### config.mk
export PLATFORM = sky130hd
export DESIGN_NAME = led_pattern_engine
export DESIGN_NICKNAME = d
export VERILOG_FILES = /design/src/rtl/led_pattern_engine.sv
export SDC_FILE = /design/constraint.sdc
export NUM_CORES = 1
export LEC_CHECK = 0
export ABC_AREA = 1
export BUFFER_PORTS_ARGS = -buffer_cell sky130_fd_sc_hd__buf_2
export CAP_MARGIN = 20
export CELL_PAD_IN_SITES_DETAIL_PLACEMENT = 0
export CELL_PAD_IN_SITES_GLOBAL_PLACEMENT = 2
export CORE_UTILIZATION = 35
export CTS_CLUSTER_DIAMETER = 100
export DETAILED_ROUTE_END_ITERATION = 16
export PLACE_DENSITY_LB_ADDON = 0.05
export SYNTH_ARGS = -nofsm -noshare
export SYNTH_HDL_FRONTEND = slang
export SYNTH_SLANG_ARGS = --single-unit
export TNS_END_PERCENT = 5
### constraint.sdc
create_clock -name Clock -period 1.8 [get_ports Clock]
set_input_delay 0.18 -clock Clock [delete_from_list [all_inputs] [get_ports Clock]]
set_output_delay 0.18 -clock Clock [all_outputs]
set_load 0.005 [all_outputs]
### src/rtl/led_pattern_engine.sv
// led_pattern_engine: stepped LED patterns (bounce, rotate up/down, bar fill) with PWM dimming.
// Ports: Clock, Reset_n, Mode, Pause, Brightness -> Leds, Step_pulse, Position.
module led_pattern_engine #(
  parameter int CLOCK_FREQUENCY = 27000000,
  parameter int NUM_LEDS        = 6,
  parameter int STEP_MS         = 100,
  parameter int PWM_BITS        = 4,
  parameter bit ACTIVE_LOW      = 1
) (
  input  logic                            Clock,
  input  logic                            Reset_n,
  input  logic [1:0]                      Mode,
  input  logic                            Pause,
  input  logic [PWM_BITS-1:0]             Brightness,
  output logic [NUM_LEDS-1:0]             Leds,
  output logic                            Step_pulse,
  output logic [$clog2(NUM_LEDS+1)-1:0]   Position
);

  localparam int STEP_TICKS = (CLOCK_FREQUENCY / 1000) * STEP_MS;
  localparam int CW = (STEP_TICKS > 1) ? $clog2(STEP_TICKS) : 1;
  localparam int PW = $clog2(NUM_LEDS + 1);

  localparam logic [1:0] M_BOUNCE = 2'b00;
  localparam logic [1:0] M_UP     = 2'b01;
  localparam logic [1:0] M_DOWN   = 2'b10;
  localparam logic [1:0] M_FILL   = 2'b11;

  localparam logic [CW-1:0] STEP_LAST = CW'(STEP_TICKS - 1);
  localparam logic [PW-1:0] POS_TOP   = PW'(NUM_LEDS - 1);
  localparam logic [PW-1:0] LVL_TOP   = PW'(NUM_LEDS);
  localparam logic [PW-1:0] PW_ONE    = PW'(1);

  logic [CW-1:0]       step_cnt;
  logic [PWM_BITS-1:0] pwm_cnt;
  logic [1:0]          cur_mode;
  logic [NUM_LEDS-1:0] pattern;
  logic                dir;
  // Lit index in the one-hot modes, fill level in bar-fill mode.
  logic [PW-1:0]       pos;

  logic                tick;
  logic                on;
  logic [NUM_LEDS-1:0] lit;
  logic [NUM_LEDS-1:0] pattern_nxt;
  logic [PW-1:0]       pos_nxt;
  logic                dir_nxt;

  assign tick     = (step_cnt == STEP_LAST) && !Pause;
  assign on       = (&Brightness) || (pwm_cnt < Brightness);
  assign lit      = pattern & {NUM_LEDS{on}};
  assign Position = pos;

  always_comb begin
    pattern_nxt = pattern;
    pos_nxt     = pos;
    dir_nxt     = dir;
    if (Mode != cur_mode) begin
      dir_nxt     = 1'b1;
      pos_nxt     = '0;
      pattern_nxt = (Mode == M_FILL) ? '0 : NUM_LEDS'(1);
    end else begin
      unique case (cur_mode)
        M_BOUNCE: begin
          // Reverse on reaching an end so the end LED is shown once.
          if (dir) begin
            if (pos == POS_TOP) begin
              dir_nxt     = 1'b0;
              pattern_nxt = pattern >> 1;
              pos_nxt     = pos - PW_ONE;
            end else begin
              pattern_nxt = pattern << 1;
              pos_nxt     = pos + PW_ONE;
            end
          end else begin
            if (pos == '0) begin
              dir_nxt     = 1'b1;
              pattern_nxt = pattern << 1;
              pos_nxt     = pos + PW_ONE;
            end else begin
              pattern_nxt = pattern >> 1;
              pos_nxt     = pos - PW_ONE;
            end
          end
        end
        M_UP: begin
          pattern_nxt = {pattern[NUM_LEDS-2:0], pattern[NUM_LEDS-1]};
          pos_nxt     = (pos == POS_TOP) ? '0 : pos + PW_ONE;
        end
        M_DOWN: begin
          pattern_nxt = {pattern[0], pattern[NUM_LEDS-1:1]};
          pos_nxt     = (pos == '0) ? POS_TOP : pos - PW_ONE;
        end
        M_FILL: begin
          pos_nxt = (pos == LVL_TOP) ? '0 : pos + PW_ONE;
          for (int i = 0; i < NUM_LEDS; i++) begin
            pattern_nxt[i] = (PW'(i) < pos_nxt);
          end
        end
        default: begin
          pattern_nxt = pattern;
        end
      endcase
    end
  end

  always_ff @(posedge Clock or negedge Reset_n) begin
    if (!Reset_n) begin
      step_cnt   <= '0;
      pwm_cnt    <= '0;
      Step_pulse <= 1'b0;
      Leds       <= {NUM_LEDS{ACTIVE_LOW}};
    end else begin
      pwm_cnt    <= pwm_cnt + PWM_BITS'(1);
      Step_pulse <= tick;
      Leds       <= lit ^ {NUM_LEDS{ACTIVE_LOW}};
      if (!Pause) begin
        step_cnt <= (step_cnt == STEP_LAST) ? '0 : step_cnt + CW'(1);
      end
    end
  end

  always_ff @(posedge Clock or negedge Reset_n) begin
    if (!Reset_n) begin
      cur_mode <= M_BOUNCE;
      pattern  <= NUM_LEDS'(1);
      dir      <= 1'b1;
      pos      <= '0;
    end else if (tick) begin
      cur_mode <= Mode;
      pattern  <= pattern_nxt;
      dir      <= dir_nxt;
      pos      <= pos_nxt;
    end
  end

endmodule

==> out/results.ini, run 1 <==
[sta]
tns_ps = 0
min_period_over_period_pct = 91.86
finalHoldViolations = 0
final-setup-viol-count = 0
rsz0062_at_grt = false
max-slew-margin-rel_pct = 59.11
slew_violations = 0
final.setup_skew_ps = 7.112
worst-slew-pin-transition_ps = 606.9
fin_crit_ps = 1654
fmax_ghz = 0.6048

[placed_design]
place_congestion = 0.8054
io_buffers = 18
post_dp_cell_area_sq_um = 3136
dp_hpwl_um = 5425

[clock_network]
cts_max_path_buffers = 2
cts_tree = done
cts.sinks = 45
htreeDepth = 2
clk_pin_slew_worst_paths_ps = 90
insertion_delay_ps = 300
cts_root_buf = clkbuf_8
numCtsBuffers = 5

[synth]
synth_largest_area_cell = dfrtp_1
netlist.area_leader.share_pct = 32.22
yosys_warnings = 0
ys.flop_type = dfrtp_1
synth-edff-count = 0
yosysMostFrequentCell = nand2_1
synth_cell_types = 31
syn_avg_cell_area_sq_um = 7.313
synth_cells = 393
synth_fp_nets = 413
netlist_top_cells_area = dfrtp_1 (32%), nand2_1 (16%), dfstp_2 (7.3%)
synth_area_sq_um = 2874
yosysSeqAreaShare_pct = 39.53
synth_common_cells = nand2_1 (119), inv_1 (47), nor2_1 (46)
async_flop_share_pct = 100.0
synth-seq-cells = 45

[run]
cap_violations = 0

[detailed_routing]
firstDrtPassIters = 4
dr.first_iter.drc_count = 121
vias = 2474
avgRoutedWirePerCell_um = 13.40
route.detailed.drc = 0
ant_nets = 0
routed_wl_um = 7063
avgViaCountPerCell = 4.694

[power_and_ir_drop]
vdd_drop_max_v = 0.0003541
powerDensity_nw_per_um2 = 706.3
total_leakage_power_nw = 1.569

[setup_path]
start_kind = flip-flop
crit_path_end_kind = flip-flop
cp_common_cell = nand2_1
critPathBufInv = 0
required_ps = 2050
cp_max_fo = 8
crit_chain = nor2_1 > nand3_1 > nor2_4 > nand4_2 > nor2_2 > nand2_1 > nand2_1
crit_family = simple AND/OR/NAND/NOR gates
crit_slowest_cell = dfrtp_1
path_class = reg2reg
max_stage_delay_ps = 440
critPathArrivalTime_ps = 1900

[worst_hold_path]
hold_class = in2reg

[grt]
gr-total-overflow = 0
grt_max_degree = 27
grt_pass1_wl_um = 11990
grt_usage_pct = 18.02
grt_antenna_before_repair = 0
grt_pass1_vias = 2323

[layout]
final_layout_size_suffix_gt1_share_pct = 18.35
ff_latch_area_sq_um = 1137
syn_to_final_growth_pct = 13.71
final_nets = 444
stdcell_area_sq_um = 3268
multi_input_area_sq_um = 1536
diodes = 0
n_fill_cell = 883

[status]
outcome = finished clean

[floorplan]
fp.dieH_um = 92.62
die_area_sq_um = 8578
fp-row-count = 32
ios = 19
die_w_um = 92.62
initial_core_util_pct = 36.62
fp.coreArea_sq_um = 7848

-- worst paths after layout --
path | startpoint | endpoint | slack [ps] | depth (start not counted)
worst max-delay path | step_cnt[11] | Position[2] | 150 | 7
worst min-delay path | Mode[1] | cur_mode[1] | 120 | 3
worst max register to register | step_cnt[11] | Position[2] | 150 | 7
worst min register to register | pwm_cnt[0] | pwm_cnt[0] | 480 | 1
max in group asynchronous | Reset_n | pattern[0] | 870 | 3
min in group asynchronous | Reset_n | pwm_cnt[0] | 360 | 2
-- report_power, final --
| part | switching [mW] | internal [mW] |
|---|---|---|
| clock | 0.383 | 0.273 |
| sequential | 0.0918 | 1.09 |
| combinational | 0.307 | 0.159 |
-- worst min-delay path, cell delays in order --
cell	delay (ps)
buf_2	100
nand2_1	50
o21ai_0	60
-- repair_timing --
| item | CTS | global route |
|---|---|---|
| setup endpoints to repair | 0 | 12 |
| gates resized for setup | 0 | 7 |
| endpoints found under the hold margin | 13 | 0 |
| hold buffers | 1 | 0 |
| setup buffers | 0 | 1 |
-- cells in the final DEF (no fill, tap or decap) --
cell / Yosys / layout
nor2_1: 46 / 45
nand3_4: 0 / 2
o211ai_1: 2 / 2
clkinvlp_4: 0 / 3
ha_1: 11 / 11
dlygate4sd3_1: 0 / 1
nand4_2: 2 / 2
inv_1: 47 / 46
o21ai_0: 17 / 17
mux2i_1: 1 / 1
buf_2: 1 / 18
dfstp_2: 8 / 8
nand2_1: 119 / 117
nor2_2: 6 / 7
a31o_2: 1 / 1
nand3b_1: 3 / 3
inv_2: 5 / 6
or2_2: 1 / 1
clkbuf_8: 0 / 5
xor2_1: 9 / 9
o21ai_1: 6 / 6
nand4_1: 8 / 8
dfrtp_1: 37 / 36
nand2_2: 2 / 4
nor3_1: 3 / 3
nand3_2: 6 / 4
nand3_1: 30 / 30
nor3_2: 1 / 1
xnor2_1: 3 / 3
nor2_4: 6 / 6
buf_4: 1 / 8
dfrtp_2: 0 / 1
a31oi_1: 1 / 1
buf_12: 0 / 1
a21oi_1: 8 / 8
-- flip-flops by register name, indices dropped and copies added (netlist names) --
| signal | flops |
|---|---|
| Leds | 6 |
| Position | 3 |
| Step_pulse | 1 |
| cur_mode | 2 |
| dir | 1 |
| pattern | 6 |
| pwm_cnt | 4 |
| step_cnt | 22 |
-- metrics by stage --
stage / utilization, % / power [mW] / setup slack [ps] / hold slack [ps] / instances
2_1_floorplan: - / 1.514 / 220.6 / -115.6 / 393
3_5_place_dp: 39.96 / 1.667 / 62.54 / 171.9 / 517
3_3_place_gp: 39.96 / 1.668 / 80.01 / 165.5 / 517
6_report: 41.65 / 2.308 / 146.5 / 117.4 / 527
5_1_grt: 41.65 / 2.466 / 2.738 / 130.4 / 527
4_1_cts: 41.25 / 2.340 / 36.54 / 109.2 / 526
-- cell type report --
cell class | instances | share of cell area, %
Multi-Input combinational cell | 292 | 47.01
Sequential cell | 45 | 34.80
Inverter | 52 | 5.972
Timing Repair Buffer | 28 | 5.513
Tap cell | 102 | 3.905
Clock buffer | 5 | 2.106
Clock inverter | 3 | 0.6891
-- layer usage --
metal	vias up	track usage (%)	wire length (um)
li1	1307	-	-
met1	1119	28.20	3894
met2	46	25.49	2864
met3	2	2.956	267
met4	0	4.231	37
met5	-	0	0
-- logic make-up (layout without fill, tap and decap cells) --
family | after synthesis | in the layout | synth area share, %
AOI/OAI and AO/OA | 35 | 35 | 6.443
xor gates and xnor gates | 12 | 12 | 3.657
adders and majority gates | 11 | 11 | 4.789
buffers and inverters | 56 | 88 | 7.793
and+or+nand+nor | 233 | 233 | 37.44
DFF | 45 | 45 | 39.53
muxes | 1 | 1 | 0.3483
Power figures use the tool's default switching activity.
==> run 2: changes to the inputs <==
- CORE_UTILIZATION: 35 -> 38
- GPL_ROUTABILITY_DRIVEN: default -> 0
- clock period: 1.8 -> 2 ns (I/O delays scaled with it)
==> run 2 against run 1 <==
Compared with the run above:
- die area decreased by 7.7%
- cell area fell by 2.5%
- global-route usage rose by 1.9 points
- clock-buffer cell count did not move
- cell count shrank 2.1%
- critical path type unchanged
- largest cell class unchanged
- via count is 0.20% higher
- setup slack better by 89 ps
- combinational power fell by 15%
==> out/results.ini, run 2 (synthesized netlist as in run 1, its figures left out) <==
[grt]
grt_pass1_wl_um = 12010
grt_max_degree = 27
grt_antenna_before_repair = 0
gr-total-overflow = 0
grt_usage_pct = 19.88
grt_pass1_vias = 2443

[sta]
fmax_ghz = 0.5667
max-slew-margin-rel_pct = 56.12
layout_setup_ws_ps = 235.5
slew_violations = 0
tns_ps = 0
finalHoldViolations = 0
final-setup-viol-count = 0
rsz0062_at_grt = false
worst-slew-pin-transition_ps = 651.3
fin_crit_ps = 1765
min_period_over_period_pct = 88.23
final.setup_skew_ps = 9.261

[worst_hold_path]
hold_path_depth = 3
worstHoldStart = Mode[0]
hold_class = in2reg
holdPathEnd = cur_mode[0]

[layout]
fin_cells = 516
diodes = 0
final_layout_size_suffix_gt1_share_pct = 16.31
multi_input_area_sq_um = 1514
top_register = step_cnt
stdcell_area_sq_um = 3186
layout_common_cells = nand2_1 (119), inv_1 (46), nor2_1 (46)
largest_reg_flops = 22
syn_to_final_growth_pct = 10.84
top_regs = step_cnt (22), Leds (6), pattern (6)
final_nets = 436
n_fill_cell = 814
mostFrequentLayoutCell = nand2_1
ff_latch_area_sq_um = 1139

[clock_network]
numCtsBuffers = 5
insertion_delay_ps = 300
cts_tree = done
cts.sinks = 45
cts_setup_buffers = 0
htreeDepth = 2
clk_pin_slew_worst_paths_ps = 100
cts_root_buf = clkbuf_8
cts_max_path_buffers = 2

[setup_path]
crit_path_end_kind = flip-flop
required_ps = 2190
cp_common_cell = nand2_1
path_class = reg2reg
reg2reg_to = Position[2]
start_kind = flip-flop
crit_chain = inv_2 > ha_1 > ha_1 > inv_1 > nand2_1 > nand3_2 > nand3b_1 > nand3_1 > nand2_1 > nand2_1
max_stage_delay_ps = 450
critPathBufInv = 2
worstReg2RegStart = Position[0]
reg2reg_slack_ps = 240
crit_slowest_cell = dfrtp_2
crit_family = simple AND/OR/NAND/NOR gates
critPathArrivalTime_ps = 1960
cp_max_fo = 9
r2r_cells = 10

[floorplan]
die_w_um = 88.97
fp.coreArea_sq_um = 7292
die_area_sq_um = 7915
fp-row-count = 31
ios = 19
initial_core_util_pct = 39.41
fp.dieH_um = 88.97

[power_and_ir_drop]
power_frac_clock_pct = 28.9
switching_share_pct = 34.01
vdd_drop_max_v = 0.0002070
total_leakage_power_nw = 1.536
powerDensity_nw_per_um2 = 651.3
power_frac_seq_pct = 52.1
combPwrFrac_pct = 19.0
p_total_mw = 2.075
power_switching_mw = 0.7057
internal_power_mw = 1.369

[detailed_routing]
vias = 2479
ant_nets = 0
dr.first_iter.drc_count = 106
avgRoutedWirePerCell_um = 13.28
route.detailed.drc = 0
routed_wl_um = 6855
firstDrtPassIters = 4
avgViaCountPerCell = 4.804

[placed_design]
dp_hpwl_um = 5300
dp_cells = 507
post_dp_cell_area_sq_um = 3079
io_buffers = 18
dpl_worst_slack_ps = 180.2

[run]
cap_violations = 0

[status]
outcome = finished clean

[run 2: cell types whose count changed in the layout (fill, tap and decap cells not counted), sizes merged]
cell / delta
buf: -8
clkinvlp: -2
clkinv: +1
inv: +1
[run 2: metal layers]
metal / routed length [um] / global-route usage (%) / share of wire, % / vias to the layer above
li1: - / - / - / 1297
met5: 0 / 0 / 0 / -
met2: 3501 / 35.87 / 51 / 35
met4: 33 / 3.896 / 0.48 / 0
met1: 3162 / 25.71 / 46 / 1143
met3: 157 / 2.493 / 2.3 / 4
[run 2: tightest hold or removal path, stage by stage]
cell and delay, ps:
buf_2 110, nand2_1 50, o21ai_0 60
[run 2: cell type report]
type | count | share of cell area (%)
Clock buffer | 5 | 2.160
Clock inverter | 3 | 0.7855
Inverter | 52 | 6.127
Multi-Input combinational cell | 292 | 47.53
Sequential cell | 45 | 35.74
Tap cell | 99 | 3.888
Timing Repair Buffer | 20 | 3.771
[run 2: through the flow]
| step | utilization (%) | hold slack [ps] |
|---|---|---|
| final | 43.69 | 152.7 |
| after global routing | 43.69 | 167.8 |
| after CTS | 43.65 | 146.3 |
| after detailed placement | 42.23 | 222.8 |
| after global placement | 42.23 | 225.8 |
| after floorplan | - | -95.59 |
[run 2: worst max path at each step]
stage | slack (ps) | from | to | depth (start not counted)
2_1_floorplan | 420 | Position[0] | pattern[2] | 9
3_3_place_gp | 170 | Position[0] | Position[2] | 10
3_5_place_dp | 180 | Position[0] | pattern[1] | 10
4_1_cts | 170 | Position[0] | pattern[1] | 10
5_1_grt | 30 | Position[0] | Position[1] | 9
6_report | 240 | Position[0] | Position[2] | 10
[run 2: what timing repair did]
item	4_1_cts	5_1_grt
gates resized for setup	0	4
setup endpoints to repair	0	6
hold endpoints to repair	18	0
hold buffers	1	0
[run 2: power by group through the flow]
stage / logic (mW) / registers, mW / clock network, mW
3_3_place_gp: 0.401 / 1.09 / 0
2_1_floorplan: 0.292 / 1.07 / 0
5_1_grt: 0.463 / 1.09 / 0.668
6_report: 0.395 / 1.08 / 0.600
4_1_cts: 0.401 / 1.08 / 0.636
3_5_place_dp: 0.401 / 1.09 / 0
==> run 3: changes to the inputs <==
- CORE_UTILIZATION: 38 -> 36
==> run 3 against run 2 <==
Compared with the run above:
- the flow now finishes with violations (negative hold slack)
- utilization shrank 2.2 points
- combinational power shrank 2%
- first-iteration DRC count shrank 0.94%
- critical path depth shrank 1
- cell count grew 0.39%
- die area grew 5.4%
- register-to-register slack lost 20 ps
- cell area grew 0.59%
- sequential share of layout area shrank 0.29 points
- routed wire length grew 2.2%
- sequential power is essentially flat
- sequential cell count is the same
- highest routed layer unchanged
==> out/results.ini, run 3 (synthesized netlist as in run 1, its figures left out) <==
[layout]
utilization_pct = 41.47
mostFrequentLayoutCell = nand2_1
largest_reg_flops = 22
syn_to_final_growth_pct = 11.49
layout_common_cells = nand2_1 (119), inv_1 (46), nor2_1 (46)
final_nets = 435
fin_cells = 518
top_regs = step_cnt (22), Leds (6), pattern (6)
top_register = step_cnt
diodes = 0
final_layout_size_suffix_gt1_share_pct = 15.87

[detailed_routing]
dr.first_iter.drc_count = 105
avgViaCountPerCell = 4.763
vias = 2467
routed_wl_um = 7004
route.detailed.drc = 0
avgRoutedWirePerCell_um = 13.52
firstDrtPassIters = 4
ant_nets = 0

[sta]
worst-slew-pin-transition_ps = 596.6
final-setup-viol-count = 0
slew_violations = 0
finalHoldViolations = 14
rsz0062_at_grt = false
max-slew-margin-rel_pct = 60.23
final.setup_skew_ps = 8.523
min_period_over_period_pct = 89.19
fin_crit_ps = 1784
hold_ws_ps = -6.917
fmax_ghz = 0.5606
tns_ps = 0

[grt]
grt_pass1_vias = 2346
grt_use_met2_pct = 25.95
grtUsageMet3_pct = 2.513
grt_max_degree = 46
grt_antenna_before_repair = 0
grtUsageMet1_pct = 29.97
gr-total-overflow = 0
grt_pass1_wl_um = 12120
grt.busiest_layer = met1
grt_usage_pct = 18.45

[setup_path]
crit_path_end_kind = flip-flop
path_class = reg2reg
required_ps = 2220
reg2reg_slack_ps = 220
start_kind = flip-flop
critPathArrivalTime_ps = 2010
cp_max_fo = 9

[floorplan]
fp.coreArea_sq_um = 7727
ios = 19
initial_core_util_pct = 37.19
die_area_sq_um = 8345
fp-row-count = 32
die_w_um = 91.35
fp.dieH_um = 91.35

[clock_network]
htreeDepth = 2
cts.sinks = 45
clk_pin_slew_worst_paths_ps = 80
cts_max_path_buffers = 2
cts_root_buf = clkbuf_8
insertion_delay_ps = 300
cts_tree = done
numCtsBuffers = 5

[worst_hold_path]
hold_class = in2async

[power_and_ir_drop]
powerDensity_nw_per_um2 = 712.4
vdd_drop_max_v = 0.0003715
total_leakage_power_nw = 1.553
p_total_mw = 2.283

[status]
violations = negative hold slack
outcome = finished, violations left

[run]
cap_violations = 0

[placed_design]
dp_hpwl_um = 5285
dp_cells = 510
io_buffers = 18

==> run 3: timing repair <==
action	in CTS	in global routing
setup endpoints to repair	0	1
hold buffers	0	0
gates resized for setup	0	1
setup buffers	0	0
==> run 3: through the flow <==
step           cell area, sq um  setup slack, ps
2_1_floorplan              2874            420.6
3_3_place_gp               3070            236.4
3_5_place_dp               3070            207.6
4_1_cts                    3204            187.2
5_1_grt                    3204            43.75
6_report                   3204            216.2
==> run 3: worst max-delay path, cell delays in order, from the launching register on <==
cell and delay [ps]:
dfrtp_1 470, inv_1 140, ha_1 190, ha_1 170
inv_1 40, nand2_1 100, nand3_2 200, o21ai_0 210
nor2_1 70, o21ai_1 120
==> run 3: metal layers <==
| layer | vias up | share of wire (%) |
|---|---|---|
| li1 | 1294 | - |
| met1 | 1130 | 57 |
| met2 | 41 | 40 |
| met3 | 2 | 2.7 |
| met4 | 0 | 0.41 |
| met5 | - | 0 |
==> run 3: report_power, final <==
| part | total (mW) | switching, mW | internal [mW] | leakage (nW) |
|---|---|---|---|---|
| sequential | 1.08 | 0.0939 | 0.984 | 0.547 |
| clock | 0.818 | 0.321 | 0.497 | 0.0681 |
| combinational | 0.387 | 0.260 | 0.127 | 0.938 |
==> run 3: layout make-up <==
class | instances | area (sq um)
clock buffers | 5 | 68.82
clock inverters | 3 | 65.06
fillers | 836 | 4523
inverters | 52 | 195.2
multi-input cells | 292 | 1514
flip-flops and latches | 45 | 1136
well taps | 102 | 127.6
repair buffers | 19 | 97.59
==> run 3: final timing paths <==
check / startpoint / end / cells after the start
min: Reset_n / pattern[3] / 2
max reg2reg: Position[1] / pattern[2] / 9
min reg2reg: pwm_cnt[0] / pwm_cnt[0] / 1
min in group Clock: Mode[1] / cur_mode[1] / 3
max: Position[1] / pattern[2] / 9
max in group asynchronous: Reset_n / Position[0] / 2
